File: src/rtl/uart_rx_byte.sv
// -----------------------------------------------------------------------------
// uart_rx_byte
//
// Serial-to-byte receiver for the digit-recognition front end. Receives 8N1,
// LSB-first frames on an idle-high line, running on the undivided board clock.
// A good byte updates data_rx and raises rdy for RDY_STRETCH cycles, so a
// consumer on a much slower divided clock is guaranteed to see the strobe.
// Start bits that are not still low at mid-bit are rejected as glitches. A low
// stop bit sets a sticky frame_err, and the receiver then waits for the line
// to return high before hunting for the next start bit.
//
// Parameters:
//   CLKS_PER_BIT  board-clock cycles per bit (>= 4)
//   RDY_STRETCH   cycles rdy stays high after a good byte (>= 1)
//
// Ports:
//   clk        board clock
//   rst        asynchronous active-high reset
//   rx         serial input, asynchronous to clk, idle high
//   data_rx    last correctly framed byte; holds between updates
//   rdy        high for RDY_STRETCH cycles after each good byte
//   frame_err  sticky; set on a bad stop bit, cleared by a good byte or reset
//   busy       high whenever the receiver is not idle
// -----------------------------------------------------------------------------
module uart_rx_byte #(
    parameter int CLKS_PER_BIT = 868,
    parameter int RDY_STRETCH  = 2048
) (
    input  logic       clk,
    input  logic       rst,
    input  logic       rx,
    output logic [7:0] data_rx,
    output logic       rdy,
    output logic       frame_err,
    output logic       busy
);

    localparam int BAUD_W = $clog2(CLKS_PER_BIT);
    // A stretch of one cycle needs only the value 0, but a signal still
    // needs at least one bit.
    localparam int STR_W  = (RDY_STRETCH > 1) ? $clog2(RDY_STRETCH) : 1;

    localparam logic [BAUD_W-1:0] BAUD_LAST = BAUD_W'(CLKS_PER_BIT - 1);
    localparam logic [BAUD_W-1:0] BAUD_MID  = BAUD_W'((CLKS_PER_BIT - 1) / 2);
    localparam logic [STR_W-1:0]  STR_LOAD  = STR_W'(RDY_STRETCH - 1);

    typedef enum logic [2:0] {
        S_IDLE,
        S_START,
        S_DATA,
        S_STOP,
        S_BREAK
    } state_t;

    // -------------------------------------------------------------------------
    // Input synchronizer. The flops reset to 1, the idle line level, so that
    // releasing reset can never look like a falling start edge.
    // -------------------------------------------------------------------------
    logic rx_meta;
    logic rx_s;

    // NOTE: clocked state is always assigned with <= so every flop samples
    // the pre-edge value of every other flop, independent of statement order.
    always_ff @(posedge clk or posedge rst) begin
        if (rst) begin
            rx_meta <= 1'b1;
            rx_s    <= 1'b1;
        end else begin
            rx_meta <= rx;
            rx_s    <= rx_meta;
        end
    end

    // -------------------------------------------------------------------------
    // Registered state and datapath
    // -------------------------------------------------------------------------
    state_t            state,      state_next;
    logic [BAUD_W-1:0] baud_cnt,   baud_next;
    logic [2:0]        bit_idx,    idx_next;
    logic [7:0]        shift_reg,  shift_next;
    logic [STR_W-1:0]  str_cnt,    str_next;
    logic [7:0]        data_next;
    logic              rdy_next;
    logic              ferr_next;

    always_ff @(posedge clk or posedge rst) begin
        if (rst) begin
            state     <= S_IDLE;
            baud_cnt  <= '0;
            bit_idx   <= '0;
            shift_reg <= '0;
            str_cnt   <= '0;
            data_rx   <= '0;
            rdy       <= 1'b0;
            frame_err <= 1'b0;
        end else begin
            state     <= state_next;
            baud_cnt  <= baud_next;
            bit_idx   <= idx_next;
            shift_reg <= shift_next;
            str_cnt   <= str_next;
            data_rx   <= data_next;
            rdy       <= rdy_next;
            frame_err <= ferr_next;
        end
    end

    // -------------------------------------------------------------------------
    // Next-state and datapath logic
    // -------------------------------------------------------------------------
    // NOTE: every signal written here gets a hold-value default first, so no
    // path through the case statement can leave one unassigned and infer a latch.
    always_comb begin
        state_next = state;
        baud_next  = baud_cnt;
        idx_next   = bit_idx;
        shift_next = shift_reg;
        str_next   = str_cnt;
        data_next  = data_rx;
        rdy_next   = rdy;
        ferr_next  = frame_err;

        // The rdy stretch runs down independently of the frame engine. A good
        // byte accepted in the STOP branch below overrides it with a reload,
        // so back-to-back bytes keep rdy continuously high.
        if (rdy) begin
            if (str_cnt == '0) begin
                rdy_next = 1'b0;
            end else begin
                str_next = str_cnt - 1'b1;
            end
        end

        case (state)
            S_IDLE: begin
                if (!rx_s) begin
                    state_next = S_START;
                    baud_next  = '0;
                end
            end

            S_START: begin
                // Re-check the line at mid start bit; a short low pulse is
                // noise and is dropped without touching any output.
                if (baud_cnt == BAUD_MID) begin
                    baud_next = '0;
                    if (!rx_s) begin
                        state_next = S_DATA;
                        idx_next   = '0;
                    end else begin
                        state_next = S_IDLE;
                    end
                end else begin
                    baud_next = baud_cnt + 1'b1;
                end
            end

            S_DATA: begin
                // Being aligned to mid start bit, a full bit period later
                // lands at mid data bit.
                if (baud_cnt == BAUD_LAST) begin
                    shift_next[bit_idx] = rx_s;
                    baud_next           = '0;
                    idx_next            = bit_idx + 1'b1;
                    if (bit_idx == 3'd7) begin
                        state_next = S_STOP;
                    end
                end else begin
                    baud_next = baud_cnt + 1'b1;
                end
            end

            S_STOP: begin
                if (baud_cnt == BAUD_LAST) begin
                    baud_next = '0;
                    if (rx_s) begin
                        data_next  = shift_reg;
                        ferr_next  = 1'b0;
                        rdy_next   = 1'b1;
                        str_next   = STR_LOAD;
                        state_next = S_IDLE;
                    end else begin
                        ferr_next  = 1'b1;
                        state_next = S_BREAK;
                    end
                end else begin
                    baud_next = baud_cnt + 1'b1;
                end
            end

            S_BREAK: begin
                // A line held low must go high again before the next start
                // bit can be recognised, so a break yields no extra bytes.
                if (rx_s) begin
                    state_next = S_IDLE;
                end
            end

            default: begin
                state_next = S_IDLE;
            end
        endcase
    end

    assign busy = (state != S_IDLE);

endmodule

File: config.mk
export PLATFORM = sky130hd
export DESIGN_NAME = uart_rx_byte
export DESIGN_NICKNAME = d
export VERILOG_FILES = /design/src/rtl/uart_rx_byte.sv
export SDC_FILE = /design/constraint.sdc
export NUM_CORES = 1
export LEC_CHECK = 0
export CAP_MARGIN = 20
export CORE_MARGIN = 8
export CORE_UTILIZATION = 53
export DETAILED_ROUTE_END_ITERATION = 10
export PLACE_DENSITY = 0.77
export SYNTH_ARGS = -nofsm -noshare
export SYNTH_HDL_FRONTEND = slang
export SYNTH_SLANG_ARGS = --single-unit
File: constraint.sdc
create_clock -name clk -period 2.5 [get_ports clk]
set_clock_uncertainty 0.15 [all_clocks]
set_input_delay 0.5 -clock clk [delete_from_list [all_inputs] [get_ports clk]]
set_output_delay 0.5 -clock clk [all_outputs]
set_load 0.01 [all_outputs]
==> run metrics, run 1 <==
setup TNS=0 ns; Critical Path Max Stage Delay=roughly 0.49 ns; setup bufs post-CTS=0; global-route wire length before repair=just under 8 mm; post-synth top area share=46.9%; Buf/Inv on CP=1; Synth Area in Simple Gates=24.4%; CTS tree=built; worst skew pair latency=0.30 ns; Final min period=2.32 ns; largest area contributor in the netlist=dfrtp_1; via count=1882; Design Power=1240 uW; EDFF count, synth=0; max reg flops=11; Synth Area in Compound Gates=10.5%; DRT iter0 DRCs=70; hpwl dp=3.32 mm; Overflow after GRT=0; gpl congestion=0.906; Hold Vio Cnt, Final=0; PwrDens=around 450 mW/mm^2; ANT nets after route=0; Peak Freq=430 MHz; row count=24; XOR/XNOR Fraction of Synth Area=1.09%; initial core utilization=55.1%; CP arrival=roughly 1.7 ns; initial antenna violation count=0; Core ar.=~0.0044 mm^2; cells after synthesis=230; # nets final=roughly 260; FF-to-FF Start=str_cnt[0]; Worst-path clk slew=0.09 ns; max-slew violations=0; largest cells by area after synthesis=dfrtp_1 (47%), mux2_2 (7.5%), nand2_1 (3.9%), nand3_1 (2.7%), ha_1 (2.6%); synthesized area=0.00240 mm^2; maximum VDD drop=roughly 340 uV; Max Cap Violations=0; Netlist cell types=between 40 and 50; main combinational cell family by area after synthesis=simple AND/OR/NAND/NOR gates; DRC=0; part of the cycle the worst path needs=93.0%; Final setup viols=0; Crit Path Class=flip-flop to output pin; clock root buffer=clkbuf_8; largest net degree at the start of global routing=30; Post-synth top flop=dfrtp_1; Vias/cell=6.11; Clock Sinks=47; Worst setup EP type=output pin; Post-Syn Nets=238; status=complete, no violations; count leader, synth=dfrtp_1; slew margin rel.=slightly above 60%; layout cells sized above 1=18.8%; Antenna diodes=0; Total GRT Usage=13.1%; fin util=approximately 63%; Ports=14; Worst Setup Start Kind=flip-flop; WP data required=about 1.9 ns; hold_sp=rx_meta; Yosys warnings=0; # port buffers=13; biggest regs=str_cnt: 11 flops, baud_cnt: 10 flops; layout overhead on the synthesized area=14.2%; CP startpoint=state[1]; Hold Path Class=flip-flop to flip-flop; synthesized flop and latch total=47; delay-heaviest family, CP=flip-flops; area share of fa/ha/maj cells after synthesis=2.61%; Worst path slowest cell=dfrtp_1; vias in the first global route=1759; DIE AREA=0.00694 mm^2; DIE HEIGHT=between 80 and 90 um; Cell Chain, Critical Path=nor2_2 -> nand2_1 -> clkdlybuf4s50_1; Die X=83.3 um; CTS H-tree depth=2; Slew @ Worst Pin=0.550 ns; Post-synth top cells=dfrtp_1 (45), nand2_1 (25), inv_1 (16), mux2_2 (16), nand3_1 (13); Largest Register=str_cnt; Static Leak=approximately 0.0013 uW; Routed WL=roughly 4.6 mm; sequential area share after synthesis=49.1%; fill count=350; clk buf depth=2; Pre-antenna DRT Iters=4; DR WL/cell=15.0 um; syn_area_per_cell=10.4 um^2; number of CTS-inserted buffers=5; mux cell area share after synthesis=8.34%; crit path max fanout=10; RSZ-0062 raised after global routing=false; asr flop ratio synth=100%
[cell type report]
| cell class | count | area [um^2] | share of cell area (%) |
|---|---|---|---|
| multi-input cells | 160 | 1130 | 41.2 |
| repair buffers | 25 | 220 | 8.03 |
| flip-flops and latches | 47 | 1180 | 43.0 |
| well taps | 52 | 65.1 | 2.37 |
| clock inverters | 2 | 16.3 | 0.593 |
| inverters | 16 | 60.1 | 2.19 |
| clock buffers | 6 | 72.6 | 2.65 |
[logic make-up (layout without fill, tap and decap cells)]
logic type | after synthesis | count (layout)
multiplexers | 18 | 18
flip-flops | 47 | 47
AO/OA/AOI/OAI | 38 | 38
AND/OR/NAND/NOR | 96 | 96
adder cells (fa/ha/maj) | 5 | 5
XOR/XNOR | 3 | 3
buffers and inverters | 23 | 49
[worst reg2reg max path, stage by stage, from the launching register on]
cell and delay [ns]:
dfrtp_1 0.40, inv_1 0.10, ha_1 0.19, or4bb_1 0.55, a2111oi_0 0.56, xnor2_1 0.18, nand2_1 0.06
[layout by cell type (no fill, tap or decap), types with 2 or more instances in the layout]
cell type        instances
clkdlybuf4s50_1         13
clkbuf_8                 5
dfrtp_1                 45
or3_1                    2
inv_1                   15
mux2i_1                  2
a21oi_1                  7
and2_1                   3
nor2_1                   8
nand2_1                 25
buf_4                   12
nor4bb_1                 3
a31oi_1                  5
nand3_1                 13
o22ai_1                  5
o21ai_0                  9
ha_1                     5
nand2b_1                 2
dfstp_2                  2
nand4_1                 10
xnor2_1                  3
mux2_2                  16
and3_1                   5
o311ai_0                 4
nor4_1                   7
or3b_2                   2
nor3b_1                  2
[layer usage]
metal  global-route usage (%)  share of wire (%)
met3                     2.44                3.2
met2                     22.3                 49
met4                     4.79                1.1
met1                     15.9                 46
met5                        0                  0
[where the power goes]
part           switching, uW  total [uW]  internal, uW
combinational           15.1        20.4          5.29
sequential              3.03         766           762
clock                    254         455           201
total                    272        1240           969
[final timing paths]
| check | to | cells past startpoint | slack (ns) |
|---|---|---|---|
| setup / recovery | busy | 3 | 0.18 |
| setup reg to reg | str_cnt[6] | 6 | 0.20 |
| hold reg to reg | rx_s | 0 | 0.21 |
| min in group asynchronous | str_cnt[3] | 2 | 0.43 |
| max in group asynchronous | bit_idx[2] | 3 | 1.19 |
| hold / removal | rx_s | 0 | 0.21 |
[what timing repair did]
action                     in CTS  in global routing
resized for setup               0                  1
hold buffers                    0                  0
setup endpoints to repair       0                  1
[through the flow]
stage | hold WS [ns] | cell area [um^2] | setup slack [ns] | std cells
after floorplan | 0.195 | 2400 | 0.344 | 230
after global placement | 0.197 | 2650 | 0.351 | 300
after detailed placement | 0.197 | 2650 | 0.248 | 300
after CTS | 0.210 | 2740 | 0.0573 | 308
after global routing | 0.211 | 2740 | 0.0902 | 308
final | 0.209 | 2740 | 0.175 | 308
Note: power is estimated with default switching activity, not from simulation.
==> run 2: changes to the inputs <==
--- a/config.mk
+++ b/config.mk
@@ -13,3 +13,4 @@
 export SYNTH_ARGS = -nofsm -noshare
 export SYNTH_HDL_FRONTEND = slang
 export SYNTH_SLANG_ARGS = --single-unit
+export TNS_END_PERCENT = 20
==> results of run 2 <==
The final DEF is identical to that of run 1; final timing and power are the same.
==> run 3: changes to the inputs <==
--- a/config.mk
+++ b/config.mk
@@ -9,6 +9,7 @@
 export CORE_MARGIN = 8
 export CORE_UTILIZATION = 53
 export DETAILED_ROUTE_END_ITERATION = 10
+export GPL_TIMING_DRIVEN = 0
 export PLACE_DENSITY = 0.77
 export SYNTH_ARGS = -nofsm -noshare
 export SYNTH_HDL_FRONTEND = slang
==> run 3 against run 2 <==
Clock-buffer cell count increased by 1. Non-clock buffer count is 4 lower. Total power fell by 0.76%. Sequential power hardly changed. Setup slack worse by 0.028 ns. Wire length decreased by 0.56%. Largest power group unchanged.
==> run metrics, run 3 (same netlist as run 1, synthesis figures left out) <==
status=complete, no violations; crit path max fanout=6 (-4); post-route design area=0.00272 mm^2 (-0.78%); DR WL/cell=15.1 um (+0.75%); Antenna diodes=0 (unchanged); Worst setup EP type=flip-flop; pre-CTS setup slack=-0.0713 ns (-0.319 ns); slew margin rel.=46.7% (-16 points); via count=1854 (-1.5%); Routed WL=4.60 mm (-0.56%); Critical Path Max Stage Delay=0.43 ns (-0.06 ns); Largest Register=str_cnt; Hold Vio Cnt, Final=0 (unchanged); hpwl dp=3.23 mm (-2.6%); Peak Freq=425 MHz (-1.2%); Clock Sinks=47 (unchanged); layout cells sized above 1=17.5% (-1.3 points); CP arrival=2.40 ns (+0.73 ns); clock root buffer=clkbuf_8; number of CTS-inserted buffers=5 (unchanged); clk buf depth=2 (unchanged); commonest cells after routing, fill and taps aside=dfrtp_1 (45), nand2_1 (25), mux2_2 (16), inv_1 (15), clkdlybuf4s50_1 (13); DIE HEIGHT=83.3 um (unchanged); gpl congestion=0.892 (-1.6%); initial core utilization=55.1% (unchanged); CTS tree=built; Die X=83.3 um (unchanged); WP data required=2.54 ns (+0.69 ns); part of the cycle the worst path needs=94.1% (+1.1 points); Final setup viols=0 (unchanged); commonest non-fill, non-tap cell in the layout=dfrtp_1; setup bufs post-CTS=0 (unchanged); hold_ws=0.208 ns (-0.000705 ns); Cell Area, Placed=0.00262 mm^2 (-1.3%); Total GRT Usage=13.3% (+0.26 points); global-route wire length before repair=7.92 mm (+0.53%); Overflow after GRT=0 (unchanged); Slew @ Worst Pin=0.792 ns (+0.242 ns); RSZ-0062 raised after global routing=false; largest net degree at the start of global routing=37 (+23%); max reg flops=11 (unchanged); DRT iter0 DRCs=43 (-39%); initial antenna violation count=0 (unchanged); Cell Chain, Critical Path=ha_1 -> nor4bb_2 -> nand3_1 -> nor4_1 -> mux2_2; row count=24 (unchanged); Worst path slowest cell=dfrtp_1; Final min period=2.35 ns (+0.0277 ns); CTS H-tree depth=2 (unchanged); Design Power=1230 uW (-0.76%); ANT nets after route=0 (unchanged); max-slew violations=0 (unchanged); Ports=14 (unchanged); maximum VDD drop=370 uV (+8.9%); Vias/cell=6.10 (-0.19%); DRC=0 (unchanged); layout overhead on the synthesized area=13.3%; Static Leak=0.00125 uW (-1.7%); Core ar.=0.00435 mm^2 (unchanged); Worst Setup Start Kind=flip-flop; DIE AREA=0.00694 mm^2 (unchanged); # port buffers=13 (unchanged); vias in the first global route=1717 (-2.4%); worst skew pair latency=0.30 ns (about the same); post-route setup slack=0.148 ns (-0.0277 ns); Max Cap Violations=0 (unchanged); PwrDens=453 mW/mm^2 (about the same); biggest regs=str_cnt: 11 flops, baud_cnt: 10 flops; Crit Path Class=flip-flop to flip-flop; Worst-path clk slew=0.09 ns (about the same); # nets final=259 (-1.5%); Pre-antenna DRT Iters=4 (unchanged); setup TNS=0 ns (unchanged); Hold Path Class=flip-flop to flip-flop
run 3: cell type report:
type                            count  area [um^2]
Fill cell                         327         1630
Sequential cell                    47         1180
Multi-Input combinational cell    160         1150
Timing Repair Buffer               14          150
Clock buffer                        7         76.3
Tap cell                           52         65.1
Inverter                           16         60.1
Buffer                              7         35.0
Clock inverter                      1         7.51
run 3: worst paths after layout:
kind | startpoint | cells after the start | end | slack [ns]
min in group asynchronous | rst | 2 | str_cnt[5] | 0.30
min reg2reg | rx_meta | 0 | rx_s | 0.21
max | baud_cnt[0] | 5 | shift_reg[6] | 0.15
min | rx_meta | 0 | rx_s | 0.21
max reg2reg | baud_cnt[0] | 5 | shift_reg[6] | 0.15
max in group asynchronous | rst | 3 | rx_meta | 1.36
run 3: worst max-delay path, delay by kind of cell (launching register included):
family,cells,cell delay (ns)
DFF,1,0.43
and+or+nand+nor,3,1.01
adders and majority gates,1,0.28
muxes,1,0.38
run 3: repair_timing:
action | CTS | global route
endpoints found under the setup margin | 8 | 16
cloned | 0 | 0
hold buffers | 0 | 0
resized for setup | 1 | 4
run 3: routing by layer:
layer  vias to the layer above  wire [um]  GRT usage [%]
met5                         -          0              0
met4                         0         62           4.63
met3                        10        237           3.52
met2                        59       2200           20.9
met1                       883       2100           17.2
li1                        902          -              -
run 3: through the flow:
stage | std cells | utilization [%]
after CTS | 304 | 62.2
after global routing | 304 | 62.5
after detailed placement | 296 | 60.1
final | 304 | 62.5
after floorplan | 230 | -
after global placement | 295 | 59.6
run 3: power by group:
group	internal [uW]	switching (uW)
clock	198	246
sequential	762	1.18
combinational	6.76	17.6
